### src/rtl/fp_operand_sequencer.sv
// -----------------------------------------------------------------------------
// fp_operand_sequencer
//
// Upstream feeder for a serial single-precision FP adder. Operand pairs are
// queued in a small FIFO, then each pair is driven onto the adder's single
// 32-bit operand bus on two consecutive cycles (A, then B). The sequencer waits
// for the adder's ready rising edge, captures the sum and holds it on a
// valid/ready result port until consumed.
//
// Parameters:
//   DEPTH      operand-pair FIFO entries (power of 2, >= 2)
//
// Ports:
//   clock      system clock, rising edge
//   nreset     asynchronous active-low reset (shared with the adder)
//   in_valid   operand pair offered
//   in_ready   FIFO not full (low while nreset is asserted)
//   in_a       first operand (IEEE-754 single bits)
//   in_b       second operand
//   add_a      operand bus to the adder
//   add_ready  adder ready; its rising edge marks init done / sum valid
//   add_sum    adder sum, valid on the add_ready rising edge
//   res_valid  result held
//   res_ready  result consumed when res_valid && res_ready
//   res_data   captured sum
//
// Build option:
//   FPSEQ_ZERO_BYPASS_EN  when defined, a head pair containing a +/-0 operand
//                         is resolved locally without driving the adder.
// -----------------------------------------------------------------------------
module fp_operand_sequencer #(
    parameter int DEPTH = 4
) (
    input  logic        clock,
    input  logic        nreset,
    input  logic        in_valid,
    output logic        in_ready,
    input  logic [31:0] in_a,
    input  logic [31:0] in_b,
    output logic [31:0] add_a,
    input  logic        add_ready,
    input  logic [31:0] add_sum,
    output logic        res_valid,
    input  logic        res_ready,
    output logic [31:0] res_data
);

    localparam int AW = $clog2(DEPTH);

    localparam logic [2:0] ST_BOOT = 3'd0;
    localparam logic [2:0] ST_IDLE = 3'd1;
    localparam logic [2:0] ST_OPA  = 3'd2;
    localparam logic [2:0] ST_OPB  = 3'd3;
    localparam logic [2:0] ST_WAIT = 3'd4;

    logic [2:0]    state_q, state_d;
    logic          rdy_q;
    logic          rise;

    logic [AW-1:0] wr_ptr_q, rd_ptr_q;
    logic [AW:0]   count_q, count_d;
    logic [31:0]   mem_a_q [DEPTH];
    logic [31:0]   mem_b_q [DEPTH];
    logic          full, empty, push, pop;
    logic [31:0]   head_a, head_b;

    logic [31:0]   opb_q, opb_d;
    logic [31:0]   add_a_q, add_a_d;
    logic          res_valid_q, res_valid_d;
    logic [31:0]   res_data_q, res_data_d;

`ifdef FPSEQ_ZERO_BYPASS_EN
    // +/-0 only: exponent and mantissa all zero; denormals go to the adder.
    function automatic logic is_zero(input logic [31:0] v);
        return (v[30:0] == 31'd0);
    endfunction
`endif

    assign rise   = add_ready & ~rdy_q;
    assign full   = (count_q == (AW+1)'(DEPTH));
    assign empty  = (count_q == '0);
    // Gated by nreset so upstream sees "not ready" for the whole reset pulse.
    assign in_ready = nreset & ~full;
    assign push   = in_valid & in_ready;
    assign head_a = mem_a_q[rd_ptr_q];
    assign head_b = mem_b_q[rd_ptr_q];

    assign add_a     = add_a_q;
    assign res_valid = res_valid_q;
    assign res_data  = res_data_q;

    always_comb begin
        state_d     = state_q;
        add_a_d     = add_a_q;
        opb_d       = opb_q;
        res_valid_d = res_valid_q;
        res_data_d  = res_data_q;
        pop         = 1'b0;

        if (res_valid_q && res_ready) begin
            res_valid_d = 1'b0;
        end

        case (state_q)
            ST_BOOT: begin
                if (rise) state_d = ST_IDLE;
            end
            ST_IDLE: begin
                // A held, unconsumed result blocks the next pop so it is never overwritten.
                if (!empty && !res_valid_q) begin
                    pop = 1'b1;
`ifdef FPSEQ_ZERO_BYPASS_EN
                    if (is_zero(head_a) || is_zero(head_b)) begin
                        res_valid_d = 1'b1;
                        if (is_zero(head_a) && is_zero(head_b)) begin
                            res_data_d = {head_a[31] & head_b[31], 31'd0};
                        end else if (is_zero(head_a)) begin
                            res_data_d = head_b;
                        end else begin
                            res_data_d = head_a;
                        end
                    end else begin
                        add_a_d = head_a;
                        opb_d   = head_b;
                        state_d = ST_OPA;
                    end
`else
                    add_a_d = head_a;
                    opb_d   = head_b;
                    state_d = ST_OPA;
`endif
                end
            end
            ST_OPA: begin
                // B is kept locally because the FIFO slot is already released.
                add_a_d = opb_q;
                state_d = ST_OPB;
            end
            ST_OPB: begin
                state_d = ST_WAIT;
            end
            ST_WAIT: begin
                if (rise) begin
                    res_data_d  = add_sum;
                    res_valid_d = 1'b1;
                    state_d     = ST_IDLE;
                end
            end
            default: state_d = ST_BOOT;
        endcase
    end

    always_comb begin
        count_d = count_q;
        case ({push, pop})
            2'b10:   count_d = count_q + (AW+1)'(1);
            2'b01:   count_d = count_q - (AW+1)'(1);
            default: count_d = count_q;
        endcase
    end

    always_ff @(posedge clock or negedge nreset) begin
        if (!nreset) begin
            state_q     <= ST_BOOT;
            rdy_q       <= 1'b0;
            wr_ptr_q    <= '0;
            rd_ptr_q    <= '0;
            count_q     <= '0;
            opb_q       <= '0;
            add_a_q     <= '0;
            res_valid_q <= 1'b0;
            res_data_q  <= '0;
        end else begin
            state_q     <= state_d;
            rdy_q       <= add_ready;
            count_q     <= count_d;
            opb_q       <= opb_d;
            add_a_q     <= add_a_d;
            res_valid_q <= res_valid_d;
            res_data_q  <= res_data_d;
            // Power-of-2 depth: pointers wrap naturally at AW bits.
            if (push) wr_ptr_q <= wr_ptr_q + AW'(1);
            if (pop)  rd_ptr_q <= rd_ptr_q + AW'(1);
        end
    end

    // Storage needs no reset: entries are only read while the count says valid.
    always_ff @(posedge clock) begin
        if (push) begin
            mem_a_q[wr_ptr_q] <= in_a;
            mem_b_q[wr_ptr_q] <= in_b;
        end
    end

endmodule

### config.mk
export PLATFORM = sky130hd
export DESIGN_NAME = fp_operand_sequencer
export DESIGN_NICKNAME = d
export VERILOG_FILES = /design/src/rtl/fp_operand_sequencer.sv
export SDC_FILE = /design/constraint.sdc
export NUM_CORES = 1
export LEC_CHECK = 0
export CAP_MARGIN = 30
export CORE_AREA = 10 10 178 180
export DETAILED_ROUTE_END_ITERATION = 6
export DIE_AREA = 0 0 188 190
export GPL_ROUTABILITY_DRIVEN = 1
export PLACE_DENSITY = 0.81
export SYNTH_ARGS = -nofsm -noshare
export SYNTH_HDL_FRONTEND = slang
export SYNTH_SLANG_ARGS = --single-unit
### constraint.sdc
create_clock -name clock -period 5.35 [get_ports clock]
set_clock_uncertainty 0.2 [all_clocks]
set_input_delay 0.8025 -clock clock [delete_from_list [all_inputs] [get_ports clock]]
set_output_delay 0.8025 -clock clock [all_outputs]
set_load 0.05 [all_outputs]
---- Word level (Yosys, flattened, before mapping) ----
Memories as Yosys holds them, arrays and structs flattened. A register that Yosys moved wholly into a read port is not among the register bits.
Cells that the tools add are included.
word-level totals
  bits in registers ....................... 76
  output and inout bits ................... 66
  bits in writable memories ............... 256
  memories ................................ 2
  input bits .............................. 101
operators by class
  muxes and demuxes ....................... 13
  bitwise operators ....................... 5
  $add $sub $neg .......................... 4
  reduce and logical (&&, ||, !) cells .... 14
  equal/unequal tests ..................... 9
memory list
  name     depth  bits a word  rd ports  clocked after memory_dff  write ports  line  text
  mem_a_q  4      32           1         0                         1            62    logic [31:0] mem_a_q [DEPTH];
  mem_b_q  4      32           1         1                         1            63    logic [31:0] mem_b_q [DEPTH];
operators with widths
  kind                                                                   number
  32-bit case mux with 2 select lines                                    1
  32-bit 2-to-1 mux                                                      1
  3-bit case mux with 4 select lines                                     1
  2-bit AND reduction                                                    4
  1-bit 2-to-1 mux                                                       7
  3-bit by 2-bit equality test with 1-bit output, second input constant  2
  3-bit equality test, second input constant                             2
  3-bit zero test                                                        2
  3-bit 2-to-1 mux                                                       2
  3-bit case mux with 2 select lines                                     1
  2-bit by 1-bit adder with 2-bit output, second input constant          2
  2-bit nonzero test                                                     2
  3-bit by 1-bit adder with 3-bit output, second input constant          1
  1-bit AND                                                              3
  3-bit by 1-bit equality test with 1-bit output, second input constant  1
  1-bit zero test                                                        3
  3-bit by 1-bit subtractor with 3-bit output, second input constant     1
  2-bit by 1-bit equality test with 1-bit output, second input constant  1
  2-bit equality test, second input constant                             1
  1-bit logical AND                                                      2
  2-bit by 1-bit != test with 1-bit output, second input constant        1
  2-bit != test, second input constant                                   1
  1-bit inverter                                                         2
  2-bit OR reduction                                                     1

---- Logic depth before layout (Yosys ltp) ----
  depth in word-level cells ............... 7
  gate-level depth with buffers ........... 12
  depth with buffers taken out ............ 10

---- Worst setup path before layout ----
No wires, ideal clock.
  path kind ............................... input port to flip-flop
  start ................................... in nreset
  end ..................................... mem mem_a_q[0][0], enable pin
  stages on the path ...................... 3
  path buffers ............................ 0
  setup slack ............................. 1.261 ns
  library setup time ...................... 0.429 ns
  data arrival time ....................... 3.460 ns
  cell sequence ........................... inv_1 a31oi_1 and3_1
between the ends
  word-level cells in the longest chain between the ends .. 4
RTL lines
  element                                 line  text
  from (decl)                             35    input logic nreset,
  1-bit AND                               83    assign in_ready = nreset & ~full;
  via in_ready                            37    output logic in_ready,
  1-bit AND                               84    assign push = in_valid & in_ready;
  1-bit 2-to-1 mux                        189   if (push) begin
  1-bit 2-to-1 mux (implied by the code)  190   mem_a_q[wr_ptr_q] <= in_a;
  to (decl)                               62
The timed path passes the listed nets, and every way through them passes these cells.

---- Final worst setup path ----
  start ................................... reg count_q[1]
  end ..................................... out in_ready
between the ends
  word-level cells in the longest chain between the ends .. 3
RTL lines
  element                 line  text
  from (decl)             61    logic [AW:0] count_q, count_d;
  from (signal assigned)  176   count_q <= count_d;
  3-bit equality test     80    assign full = (count_q == (AW+1)'(DEPTH));
  1-bit inverter          83
  1-bit AND               83
  to (decl)               37
No other way between the ends.

==> flow_summary.toml <==
[outcome]
status = "complete, no violations"

[timing]
worstMarginPinSlew_ps = 978.6
max-slew-margin-rel = 0.3476
setup-violations-final = 0
setup_tns_ps = 0
slew_viol_final = 0
hold_viol_final = 0
fmax_mhz = 304.5
period_share = 0.6139
period_minus_slack_ps = 3284
rsz0062_at_grt = "false"

[clock_network]
cts_resized = 0
cts_buffer_depth = 3
clock_sinks = 364
cts_max_level = 2
cts_made_buffers = 37
cts.clk_slew.worst_paths_ps = 60
hold_buffers = 0
cts_setup_buffers = 0
clock_latency_ps = 520
cts_tree = "built"
cts_root_buf = "clkbuf_16"

[finish]
fillCellCount = 1947
finalInstanceArea_sq_um = 17120
nets = 939
areaGrowthSynthToFinish_pct = 24.08
drive_gt1_frac = 0.2349

[die]
start_util = 0.4885
io_pins = 167
die_x_microns = 188
coreArea_sq_um = 28240
rows = 62
fp.dieH_microns = 190
dieArea_sq_um = 35720

[worst_setup_path]
critical_path.slowest_cell = "clkdlybuf4s50_1"
end_kind = "output port"
worstSetupStartpoint = "count_q[1]$_DFFE_PN0P_"
crit_type = "reg2out"
cp_slowest_stage_delay_ps = 900
worst-r2r-setup-slack_ps = 2360
rr_startpoint = "state_q[0]$_DFFE_PN0P_"
cp_cell_sequence = "inv_1, a31oi_1, clkdlybuf4s50_1"
arrival_ps = 2280
critPathLaunchType = "register"
crit_fanout = 6
critical_path.top_delay_family = "buffers and inverters"
path_buf_inv = 2
required_ps = 4350

[pwr]
power_frac_comb = 0.331
pwr-share-seq = 0.415
internal-power_mw = 6.732
swShare = 0.3293
p_clk_frac = 0.253
p_per_area_nw_per_um2 = 586.4
p_total_mw = 10.04
leakagePower_nw = 6.093
p_switching_mw = 3.306
ir_worst_vdd_uv = 219.4

[routing]
drcViolationCount = 0
avgRoutedWirePerCell_microns = 22.61
vias = 6754
drt_first_pass_iters = 5
viasPerCell = 5.425
ant_nets = 0
routed_wl_mm = 28.15
drt_iter0_markers = 489

[grt]
grt_use_met2 = 0.2557
grt_pass1_vias = 7272
met3_usage = 0.05401
grtUsageTotal = 0.1562
grt.busiest_layer = "met2"
grt_util_met1 = 0.1976
grt_start_max_net_pins = 66
grt_antenna_before_repair = 6
grt_first_pass_wirelength_mm = 43.67
grt-ovfl-total = 0

[placement]
gp_congestion = 0.7101
post_dp_cell_area_sq_um = 15890
io_buffers = 166
dp_hpwl_mm = 17.41

[yosys]
synth.largest_area_cell = "edfxtp_1"
yosysWarnings = 0
synth.most_common_cell = "edfxtp_1"
ys_top_cells_by_count = "256 x edfxtp_1, 108 x dfrtp_1, 64 x mux4_2"
syn_inst = 648
syn_avg_cell_area_sq_um = 21.29
ys_seq_area_frac = 0.7532
synth_edf_count = 256
synth_nets = 755
synth_top_area_frac = 0.5573
ys_seq_elements = 364
netlist_area_sq_um = 13790
ys_types = 32
ys_dominant_reg_cell = "edfxtp_1"
synth.area.top_cells = "edfxtp_1 56%, dfrtp_1 20%, mux4_2 10%, mux2_4 3.2%, mux2_2 2.7%"
async_flop_share = 0.2967

[hold_path]
hold_path_class = "in2async"

[job]
drv_cap = 0
sequential cells by signal, indices dropped and copies added (netlist names):
signal,count
add_a,32
count_q,3
mem_a_q,128
mem_b_q,128
opb_q,32
rd_ptr_q,2
rdy_q,1
res_data,32
res_valid,1
state_q,3
wr_ptr_q,2
path summary, 6_finish.rpt:
path | endpoint | cells after the start
min reg2reg | opb_q[24]$_DFFE_PN0P_ | 1
min | count_q[1]$_DFFE_PN0P_ | 2
min in group clock | opb_q[24]$_DFFE_PN0P_ | 1
max | in_ready | 3
max reg2reg | count_q[2]$_DFFE_PN0P_ | 11
max in group asynchronous | rd_ptr_q[0]$_DFFE_PN0P_ | 3
cell type report:
class	count	area (sq um)	area share
diodes	1	2.502	0.0001462
clock buffers	54	1020	0.05958
clock inverters	13	181.4	0.01060
inverters	21	78.83	0.004605
multi-input cells	231	3124	0.1825
flip-flops and latches	364	10400	0.6075
well taps	384	480.5	0.02807
repair buffers	177	1832	0.1070
power groups by stage:
| stage | Sequential [mW] | Combinational, mW | Clock (mW) |
|---|---|---|---|
| final | 4.17 | 3.33 | 2.54 |
| after global routing | 4.25 | 3.53 | 2.70 |
| after CTS | 4.19 | 3.36 | 2.59 |
| after detailed placement | 4.23 | 3.34 | 0 |
| after global placement | 4.21 | 3.23 | 0 |
| after floorplan | 4.70 | 1.83 | 0 |
layer usage:
layer / share of wire / vias up
li1: - / 2943
met1: 0.41 / 3512
met2: 0.48 / 242
met3: 0.084 / 49
met4: 0.017 / 8
met5: 0.0022 / -
through the flow:
| step | instances | utilization | hold WS [ps] | setup WS (ps) |
|---|---|---|---|---|
| after global placement | 1171 | 0.5588 | 272.5 | 2129 |
| after detailed placement | 1176 | 0.5626 | 287.4 | 2119 |
| after global routing | 1244 | 0.6061 | 248.0 | 1949 |
| after CTS | 1243 | 0.6051 | 226.1 | 2032 |
| after floorplan | 648 | - | 271.5 | 1261 |
| final | 1245 | 0.6062 | 204.4 | 2066 |
placed cells by master (no fill, tap or decap), types with 14 or more instances in the layout:
master	netlist	routed
clkbuf_1	9	14
clkbuf_16	0	37
clkdlybuf4s50_1	0	165
dfrtp_1	108	106
edfxtp_1	256	256
inv_1	20	20
mux2_2	33	33
mux2_4	29	29
mux4_2	64	64
nand2b_1	22	21
o21ai_1	14	14
o221a_1	20	20
cell families after synthesis:
group / synth area share
xor gates and xnor gates: 0.004445
DFF: 0.7532
buffers and inverters: 0.02249
AOI/OAI and AO/OA: 0.02875
muxes: 0.1670
adders and majority gates: 0.005986
and+or+nand+nor: 0.01814
Power figures use the tool's default switching activity.
